==> src/rtl/temp_ctrl_pkg.sv <==
// Shared types, widths and saturating helpers for the thermostat temperature path.
package temp_ctrl_pkg;

  localparam int TEMP_W = 32;
  localparam int ADC_W  = 16;
  localparam int REF_W  = 8;

  typedef enum logic [2:0] {
    IDLE,
    WAIT,
    REQ,
    CALC,
    ACCUM,
    UPDATE
  } state_t;

  function automatic logic [TEMP_W-1:0] sat_add(input logic [TEMP_W-1:0] a,
                                                input logic [TEMP_W-1:0] b);
    logic [TEMP_W:0] s;
    s = {1'b0, a} + {1'b0, b};
    return s[TEMP_W] ? '1 : s[TEMP_W-1:0];
  endfunction

  function automatic logic [TEMP_W-1:0] sat_sub(input logic [TEMP_W-1:0] a,
                                                input logic [TEMP_W-1:0] b);
    return (a < b) ? '0 : (a - b);
  endfunction

endpackage

==> src/rtl/temp_sample_controller_hysteresis.sv <==
// Registered heater/cooler demand with a hysteresis band around the setpoint.
module temp_hysteresis
  import temp_ctrl_pkg::*;
#(
  parameter int HYST = 2
) (
  input  logic              clk,
  input  logic              rst,
  input  logic              clr,
  input  logic              strobe,
  input  logic [TEMP_W-1:0] avg,
  input  logic [TEMP_W-1:0] setpoint,
  output logic              heater_on,
  output logic              cooler_on
);

  logic [TEMP_W-1:0] lo;
  logic [TEMP_W-1:0] hi;
  logic              heater_nxt;
  logic              cooler_nxt;

  // Setting thresholds lie strictly outside the clearing point, so both can never be on.
  always_comb begin
    lo         = sat_sub(setpoint, TEMP_W'(HYST));
    hi         = sat_add(setpoint, TEMP_W'(HYST));
    heater_nxt = heater_on;
    cooler_nxt = cooler_on;
    if (avg < lo)
      heater_nxt = 1'b1;
    else if (avg >= setpoint)
      heater_nxt = 1'b0;
    if (avg > hi)
      cooler_nxt = 1'b1;
    else if (avg <= setpoint)
      cooler_nxt = 1'b0;
  end

  always_ff @(posedge clk or posedge rst) begin
    if (rst) begin
      heater_on <= 1'b0;
      cooler_on <= 1'b0;
    end else if (clr) begin
      heater_on <= 1'b0;
      cooler_on <= 1'b0;
    end else if (strobe) begin
      heater_on <= heater_nxt;
      cooler_on <= cooler_nxt;
    end
  end

endmodule

==> src/rtl/temp_sample_controller.sv <==
// Periodic ADC sampling, calibration latching, 2^AVG_LOG2 averaging and thermostat drive.
module temp_sample_controller
  import temp_ctrl_pkg::*;
#(
  parameter int SAMPLE_PERIOD = 1000,
  parameter int ADC_TIMEOUT   = 255,
  parameter int AVG_LOG2      = 2,
  parameter int HYST          = 2
) (
  input  logic              clk,
  input  logic              rst,
  input  logic              enable,
  input  logic [TEMP_W-1:0] tc_base_cfg,
  input  logic [REF_W-1:0]  tc_ref_cfg,
  input  logic [TEMP_W-1:0] setpoint,
  output logic              adc_req,
  input  logic              adc_ack,
  input  logic [ADC_W-1:0]  adc_data_in,
  output logic [TEMP_W-1:0] calc_tc_base,
  output logic [REF_W-1:0]  calc_tc_ref,
  output logic [ADC_W-1:0]  calc_adc_data,
  input  logic [TEMP_W-1:0] calc_tempc,
  output logic [TEMP_W-1:0] temp_out,
  output logic              temp_valid,
  output logic              heater_on,
  output logic              cooler_on,
  output logic              adc_timeout_err,
  input  logic              err_clr,
  output state_t            dbg_state
);

  localparam int CNT_MAX = (SAMPLE_PERIOD > ADC_TIMEOUT) ? SAMPLE_PERIOD : ADC_TIMEOUT;
  localparam int CNT_W   = $clog2(CNT_MAX + 1);
  localparam int SUM_W   = TEMP_W + AVG_LOG2;
  localparam int N_W     = AVG_LOG2 + 1;
  localparam logic [N_W-1:0] N_LAST = N_W'((1 << AVG_LOG2) - 1);

  state_t            state;
  state_t            state_nxt;
  logic [CNT_W-1:0]  cyc_cnt;
  logic [SUM_W-1:0]  sum;
  logic [SUM_W-1:0]  sum_add;
  logic [N_W-1:0]    count;
  logic [TEMP_W-1:0] tempc_q;
  logic [TEMP_W-1:0] avg_nxt;
  logic              wait_done;
  logic              req_expired;
  logic              timeout_ev;
  logic              last_sample;
  logic              publish;

  assign wait_done   = (cyc_cnt == CNT_W'(SAMPLE_PERIOD - 1));
  assign req_expired = (cyc_cnt == CNT_W'(ADC_TIMEOUT - 1));
  assign timeout_ev  = enable && (state == REQ) && !adc_ack && req_expired;
  assign last_sample = (count == N_LAST);
  assign sum_add     = sum + SUM_W'(tempc_q);
  assign avg_nxt     = TEMP_W'(sum_add >> AVG_LOG2);
  // Average and thermostat are committed on the last ACCUM edge so both appear in UPDATE.
  assign publish     = enable && (state == ACCUM) && last_sample;

  always_ff @(posedge clk or posedge rst) begin
    if (rst) state <= IDLE;
    else     state <= state_nxt;
  end

  // adc_req is a level held for the whole of REQ; adc_ack is a one-cycle qualifier
  // of adc_data_in accepted on any REQ cycle, including the first.
  always_comb begin
    state_nxt = state;
    if (!enable) begin
      state_nxt = IDLE;
    end else begin
      case (state)
        IDLE:    state_nxt = WAIT;
        WAIT:    if (wait_done) state_nxt = REQ;
        REQ: begin
          if (adc_ack)          state_nxt = CALC;
          else if (req_expired) state_nxt = WAIT;
        end
        CALC:    state_nxt = ACCUM;
        ACCUM:   state_nxt = last_sample ? UPDATE : WAIT;
        UPDATE:  state_nxt = WAIT;
        default: state_nxt = IDLE;
      endcase
    end
  end

  always_comb begin
    adc_req    = (state == REQ);
    temp_valid = (state == UPDATE);
    dbg_state  = state;
  end

  // One counter serves both the WAIT period and the REQ timeout; it restarts on every state change.
  always_ff @(posedge clk or posedge rst) begin
    if (rst)
      cyc_cnt <= '0;
    else if (state_nxt != state)
      cyc_cnt <= '0;
    else if ((state == WAIT) || (state == REQ))
      cyc_cnt <= cyc_cnt + 1'b1;
  end

  always_ff @(posedge clk or posedge rst) begin
    if (rst) begin
      calc_tc_base  <= '0;
      calc_tc_ref   <= '0;
      calc_adc_data <= '0;
      tempc_q       <= '0;
      sum           <= '0;
      count         <= '0;
      temp_out      <= '0;
    end else if (!enable) begin
      sum   <= '0;
      count <= '0;
    end else begin
      case (state)
        WAIT: if (wait_done) begin
          calc_tc_base <= tc_base_cfg;
          calc_tc_ref  <= tc_ref_cfg;
        end
        REQ:  if (adc_ack) calc_adc_data <= adc_data_in;
        CALC: tempc_q <= calc_tempc;
        ACCUM: begin
          sum   <= sum_add;
          count <= count + 1'b1;
          if (last_sample) temp_out <= avg_nxt;
        end
        UPDATE: begin
          sum   <= '0;
          count <= '0;
        end
        default: ;
      endcase
    end
  end

  always_ff @(posedge clk or posedge rst) begin
    if (rst)             adc_timeout_err <= 1'b0;
    else if (err_clr)    adc_timeout_err <= 1'b0;
    else if (timeout_ev) adc_timeout_err <= 1'b1;
  end

  temp_hysteresis #(.HYST(HYST)) u_hyst (
    .clk       (clk),
    .rst       (rst),
    .clr       (!enable),
    .strobe    (publish),
    .avg       (avg_nxt),
    .setpoint  (setpoint),
    .heater_on (heater_on),
    .cooler_on (cooler_on)
  );

endmodule

==> config.mk <==
export PLATFORM = sky130hd
export DESIGN_NAME = temp_sample_controller
export DESIGN_NICKNAME = d
export VERILOG_FILES = /design/src/rtl/temp_ctrl_pkg.sv /design/src/rtl/temp_sample_controller_hysteresis.sv /design/src/rtl/temp_sample_controller.sv
export SDC_FILE = /design/constraint.sdc
export NUM_CORES = 1
export LEC_CHECK = 0
export CELL_PAD_IN_SITES_DETAIL_PLACEMENT = 1
export CELL_PAD_IN_SITES_GLOBAL_PLACEMENT = 1
export CORE_MARGIN = 2
export CORE_UTILIZATION = 41
export CTS_BUF_LIST = sky130_fd_sc_hd__clkbuf_8 sky130_fd_sc_hd__clkbuf_16
export DETAILED_ROUTE_END_ITERATION = 10
export PLACE_DENSITY_LB_ADDON = 0.1
export SYNTH_ARGS = -nofsm -noshare
export SYNTH_HDL_FRONTEND = slang
export SYNTH_SLANG_ARGS = --single-unit
==> constraint.sdc <==
create_clock -name clk -period 6.6 [get_ports clk]
set_input_delay 0.99 -clock clk [delete_from_list [all_inputs] [get_ports clk]]
set_output_delay 0.99 -clock clk [all_outputs]
set_load 0.005 [all_outputs]
==> results of run 1 <==
placed cells by master (no fill, tap or decap), types with 7 or more instances in the layout:
master           synthesis  final
and2_1                   7      7
nand4_1                 26     26
nor4_1                  13     13
nor2b_1                  7      7
nand2_1                 91     91
clkbuf_16                0     17
or3_1                    7      7
dfrtp_1                173    173
a22o_1                  29     29
a21o_1                  47     47
inv_1                   52     52
a21oi_1                 51     51
nand3_1                 43     43
o21a_1                  10     10
xor2_1                  18     18
xnor2_1                 63     63
nor3_1                  26     26
ha_1                   133    133
o21ai_0                 42     42
clkdlybuf4s50_1          0    220
and4_1                  10     10
nor2_1                  88     88
mux2_2                 113    113
buf_4                    1     15
through the flow:
step	util [%]	setup WS, ns	instance area (sq um)
final	53.0	1.16	15200
after detailed placement	50.9	0.743	14600
after floorplan	-	0.922	11900
after global placement	50.9	1.05	14600
after CTS	53.0	1.21	15200
after global routing	53.0	0.760	15200
cell type report:
class	instances	area (sq um)
flip-flops and latches	173	4330
multi-input cells	937	7230
inverters	52	200
clock inverters	15	186
clock buffers	17	425
fillers	3174	13500
repair buffers	235	2310
well taps	384	480
registers in the layout (all words and copies together) (netlist names), 3 cells and up:
register	cells
calc_adc_data	16
calc_tc_base	32
calc_tc_ref	8
count	3
cyc_cnt	10
dbg_state	3
sum	34
temp_out	32
tempc_q	32
logic make-up (layout without fill, tap and decap cells):
| kind of cell | after synthesis | count (layout) |
|---|---|---|
| mux | 118 | 118 |
| compound gates | 248 | 248 |
| simple gates | 356 | 356 |
| buf+inv | 88 | 319 |
| flops | 173 | 173 |
| fa+ha+maj | 134 | 134 |
| xor+xnor | 81 | 81 |
how the worst max path moves through the flow:
stage / to / cells after the start
2_1_floorplan: adc_timeout_err$_DFFE_PP0P_ / 1
3_3_place_gp: u_hyst.cooler_on$_DFFE_PP0P_ / 16
3_5_place_dp: u_hyst.cooler_on$_DFFE_PP0P_ / 16
4_1_cts: u_hyst.cooler_on$_DFFE_PP0P_ / 16
5_1_grt: u_hyst.cooler_on$_DFFE_PP0P_ / 16
6_report: u_hyst.cooler_on$_DFFE_PP0P_ / 16
power groups by stage:
stage | Clock [mW] | Sequential (mW) | Combinational, mW
2_1_floorplan | 0 | 1.09 | 0.103
3_3_place_gp | 0 | 1.09 | 0.218
3_5_place_dp | 0 | 1.09 | 0.223
4_1_cts | 1.10 | 1.07 | 0.225
5_1_grt | 1.15 | 1.07 | 0.247
6_report | 1.07 | 1.07 | 0.221
layer usage:
layer | global-route usage (%) | wire (microns) | vias to the layer above
li1 | - | - | 4820
met1 | 31.3 | 16100 | 4967
met2 | 40.5 | 17400 | 152
met3 | 4.42 | 1300 | 34
met4 | 4.90 | 522 | 0
met5 | 0 | 0 | -
worst min-delay path: stages, from the launching register on:
cell     delay, ns
dfrtp_1       0.35
nand2_1       0.05
o21ai_0       0.06
==> results.ini, run 1 <==
[status]
status=finished, final reports clean

[setup_path]
cp_num_buf_inv=1
cpPeakStageDelay_ns=0.69
worstPathMaxFanout=7
cp_cell_sequence=clkdlybuf4s50_1, and4_1, nand3_1, or4_1, nor4_1, nand3_1, xnor2_1, nor2_1, ha_1, and4_1, a221o_1, a221oi_1, nand2_1, nor4_1, nor3_1, nand3b_1
worstSetupStartpointType=primary input
crit_path_start=setpoint[11]
reg2reg_to=u_hyst.cooler_on$_DFFE_PP0P_
cp_slowest_cell=nor4_1
worstPathArrival_ns=5.76
required_ns=6.93
end_kind=flip-flop
worstSetupPathType=primary input to flip-flop
r2r-start=sum[0]$_DFFE_PP0P_
reg2reg_depth=18
critPathTopFamily=simple AND/OR/NAND/NOR gates
ff2ff_setup_slack_ns=1.32

[synthesis]
post_synth.cell_area_avg_sq_um=9.93
synth_nets=1457
synthCells=1198
synthAdderAreaFrac_pct=14.2
synth_edf_count=0
yosys_register_bits=173
synth_compound_area_share_pct=14.4
synth_top_area_share_pct=36.4
synth_top_family_by_area=simple AND/OR/NAND/NOR gates
seq_area_frac_synth_pct=36.4
synthTopCellsByArea=dfrtp_1 36%, ha_1 14%, mux2_2 11%
async_reset_ff_share_pct=100
synth_common_cells=173 x dfrtp_1, 133 x ha_1, 113 x mux2_2, 91 x nand2_1, 88 x nor2_1
synthSimpleGateAreaFrac_pct=15.1
syn_area_sq_um=11900
synth-xor-area-share_pct=5.96
yosys_warnings=0
ys_types=69
yosysTopAreaCell=dfrtp_1
ys.flop_type=dfrtp_1
yosysMostFrequentCell=dfrtp_1
synthMuxAreaShare_pct=11.1

[drt]
wl_microns=35300
routed_via_density=5.50
drt_iter0_drc=505
drc=0
dr.pass1.iters=5
post_drt_wl_per_cell_microns=19.5
ant_nets=0
vias=9973

[sta]
slew_viol_final=0
fin_crit_ns=5.44
timing.hold.ws_ns=0.489
setup_violations=0
hold_violations=0
rsz0062_at_grt=no
post-route-period-util_pct=82.4
finClkSkew_ns=0.0144
timing.fmax_mhz=184
finalSetupTns_ns=0
tightest_slew_ns=1.03
slew_headroom_pct=30.4

[global_routing]
grt_overflow=0
grt_max_degree=61
grt_pass1_wl_microns=57300
grt_antenna_before_repair=0
grt_pass1_vias=10500
grt.total_usage_pct=23.7

[cts]
clock-root-buffer=clkbuf_16
cts_inserted_buffers=17
cts_tree=built
clkTransAtPathRegs_ns=0.08
clock_sinks=173
cts_max_level=4
holdBufCountCts=0
cts_resized=0
postCtsSetupRepairBufs=0
clockBufferDepth=2
clk_latency_ns=0.44

[die]
start_util_pct=41.6
die_h_microns=174
num_io_pins=221
row_count=62
die-area_sq_um=30400
core_sq_um=28600
die_w_microns=174

[power_and_ir_drop]
p_int_mw=1.78
p_clk_share_pct=45.4
switchingPower_uw=582
combPwrFrac_pct=9.4
ir_drop_uv=165
finalPower_mw=2.36
p_per_area_nw_per_um2=155
p_sw_share_pct=24.7
power_frac_seq_pct=45.2
power.leakage_nw=7.55

[flow_run]
maxCapViolations=0

[final_layout]
final_cells=1813
drive_gt1_share_pct=12.2
antenna_cells=0
syn2layout_area_growth_pct=27.5
nets=1675

[placement]
io_buffers=220
gp_congestion=0.873
placed_cells=1781
dpl.hpwl_microns=27700

[min_path]
hold_path.class=flip-flop to flip-flop
holdPathEnd=count[2]$_DFFE_PP0P_
min_path_cells=2
hold_start=count[2]$_DFFE_PP0P_

Note: power is estimated with default switching activity, not from simulation.
==> run 2, diff against run 1 <==
--- a/config.mk
+++ b/config.mk
@@ -8,7 +8,7 @@
 export CELL_PAD_IN_SITES_DETAIL_PLACEMENT = 1
 export CELL_PAD_IN_SITES_GLOBAL_PLACEMENT = 1
 export CORE_MARGIN = 2
-export CORE_UTILIZATION = 41
+export CORE_UTILIZATION = 37
 export CTS_BUF_LIST = sky130_fd_sc_hd__clkbuf_8 sky130_fd_sc_hd__clkbuf_16
 export DETAILED_ROUTE_END_ITERATION = 10
 export PLACE_DENSITY_LB_ADDON = 0.1
==> constraint.sdc (replaced) <==
create_clock -name clk -period 4.9 [get_ports clk]
set_input_delay 0.735 -clock clk [delete_from_list [all_inputs] [get_ports clk]]
set_output_delay 0.735 -clock clk [all_outputs]
set_load 0.005 [all_outputs]
==> run 2 against run 1 <==
Utilization decreased by 2.9 points. Clock power is 29% higher. Global-route usage shrank 0.79 points. Sequential power increased by 35%. Routed wire length up 5.8%. Total power is 33% higher. Sequential share of layout area is 1.2 points lower. Non-clock buffer count increased by 75. Hold slack improved by 0.012 ns. Via count up 3.2%. Critical path type is now flip-flop to flip-flop.
==> results.ini, run 2 (synthesized netlist as in run 1, its figures left out) <==
[setup_path]
end_kind=flip-flop
worstSetupPathType=flip-flop to flip-flop
worstSetupStartpointType=flip-flop
required_ns=5.23
worstPathArrival_ns=4.96
worstPathMaxFanout=5

[die]
die-area_sq_um=33600
die_h_microns=183
start_util_pct=37.6
core_sq_um=31600
die_w_microns=183
row_count=65
num_io_pins=221

[power_and_ir_drop]
switchingPower_uw=840
ir_drop_uv=234
p_sw_share_pct=26.9
p_per_area_nw_per_um2=197
power_frac_seq_pct=45.9
finalPower_mw=3.13
combPwrFrac_pct=10.2
p_int_mw=2.29
p_clk_share_pct=44.0
power.leakage_nw=7.97

[sta]
setup_violations=0
hold_violations=0
post-route-period-util_pct=94.6
slew_viol_final=0
postLayoutSetupSlackWorst_ns=0.264
fin_crit_ns=4.64
finalSetupTns_ns=0
slew_headroom_pct=31.2
finClkSkew_ns=0.0181
timing.fmax_mhz=216
timing.hold.ws_ns=0.501
tightest_slew_ns=1.03

[placement]
gp_congestion=0.857
io_buffers=220
dpl.hpwl_microns=29000
dp_worst_setup_slack_ns=-0.181

[global_routing]
grt_pass1_wl_microns=60500
grt_max_degree=174
grt_pass1_vias=11000
grt_antenna_before_repair=0
grt_overflow=0
grt.total_usage_pct=22.9

[drt]
wl_microns=37400
dr.pass1.iters=5
post_drt_wl_per_cell_microns=19.6
drt_iter0_drc=426
routed_via_density=5.40
drc=0
vias=10300
ant_nets=0

[cts]
clock_sinks=173
clock-root-buffer=clkbuf_16
clkTransAtPathRegs_ns=0.08
cts_tree=built
cts_inserted_buffers=17
holdBufCountCts=0
cts_max_level=4
clockBufferDepth=2
clk_latency_ns=0.44

[final_layout]
antenna_cells=0
ff_latch_area_sq_um=4330
multi_input_area_sq_um=7350
drive_gt1_share_pct=17.8
n_fill_cell=3498
final_cell_mix=220 x clkdlybuf4s50_1, 173 x dfrtp_1, 132 x ha_1
syn2layout_area_growth_pct=33.2
largest_reg_flops=34
final_common_cell=clkdlybuf4s50_1
nets=1750
top_register=sum

[status]
status=finished, final reports clean

[flow_run]
maxCapViolations=0

[min_path]
hold_path.class=flip-flop to flip-flop

run 2: layout make-up:
class	count	share of cell area [%]
Timing Repair Buffer	310	18.2
Sequential cell	173	27.3
Clock inverter	14	0.947
Clock buffer	18	2.77
Tap cell	402	3.17
Inverter	52	1.25
Multi-Input combinational cell	937	46.3
run 2: metal layers:
metal  GRT usage, %  vias to the layer above  routed length, microns
met5              0                        -                       0
met4           5.06                        0                     579
met3           3.04                       34                    1050
met2           40.4                      140                   19000
met1           29.9                     5146                   16700
li1               -                     4970                       -
run 2: final timing paths:
path	startpoint	depth (start not counted)	endpoint	slack (ns)
setup / recovery	sum[12]$_DFFE_PP0P_	19	u_hyst.cooler_on$_DFFE_PP0P_	0.26
hold / removal	sum[23]$_DFFE_PP0P_	2	sum[23]$_DFFE_PP0P_	0.50
setup reg to reg	sum[12]$_DFFE_PP0P_	19	u_hyst.cooler_on$_DFFE_PP0P_	0.26
hold reg to reg	sum[23]$_DFFE_PP0P_	2	sum[23]$_DFFE_PP0P_	0.50
max in group asynchronous	rst	3	temp_out[28]$_DFFE_PP0P_	3.24
min in group asynchronous	rst	3	calc_adc_data[3]$_DFFE_PP0P_	0.92
run 2: what timing repair did:
action	CTS	global route
pin swaps	0	0
resized for setup	2	22
endpoints found under the setup margin	2	2
setup buffers	0	0
run 2: through the flow:
step / std cells / utilization (%) / cell area [sq um]
after floorplan: 1198 / - / 11900
after global placement: 1874 / 47.9 / 15200
after detailed placement: 1874 / 47.9 / 15200
after CTS: 1906 / 49.8 / 15700
after global routing: 1906 / 50.1 / 15900
final: 1906 / 50.1 / 15900
run 2: worst max-delay path: stages (launching register included):
cell	delay (ns)
dfrtp_1	0.39
ha_1	0.38
buf_4	0.17
a21oi_1	0.18
o21ai_1	0.12
nor3_1	0.27
a21oi_2	0.14
o211a_1	0.29
o21a_1	0.19
or3_1	0.35
and2_1	0.23
ha_1	0.32
nand4_1	0.12
inv_1	0.05
a2111oi_1	0.40
a221o_1	0.21
nand2_1	0.09
nor4_2	0.35
nor3_1	0.08
nand3b_1	0.19
run 2: power by group through the flow:
stage / sequential [mW] / clock (mW) / combinational (mW)
after floorplan: 1.46 / 0 / 0.138
after global placement: 1.46 / 0 / 0.315
after detailed placement: 1.46 / 0 / 0.322
after CTS: 1.43 / 1.42 / 0.323
after global routing: 1.44 / 1.47 / 0.355
final: 1.44 / 1.38 / 0.318
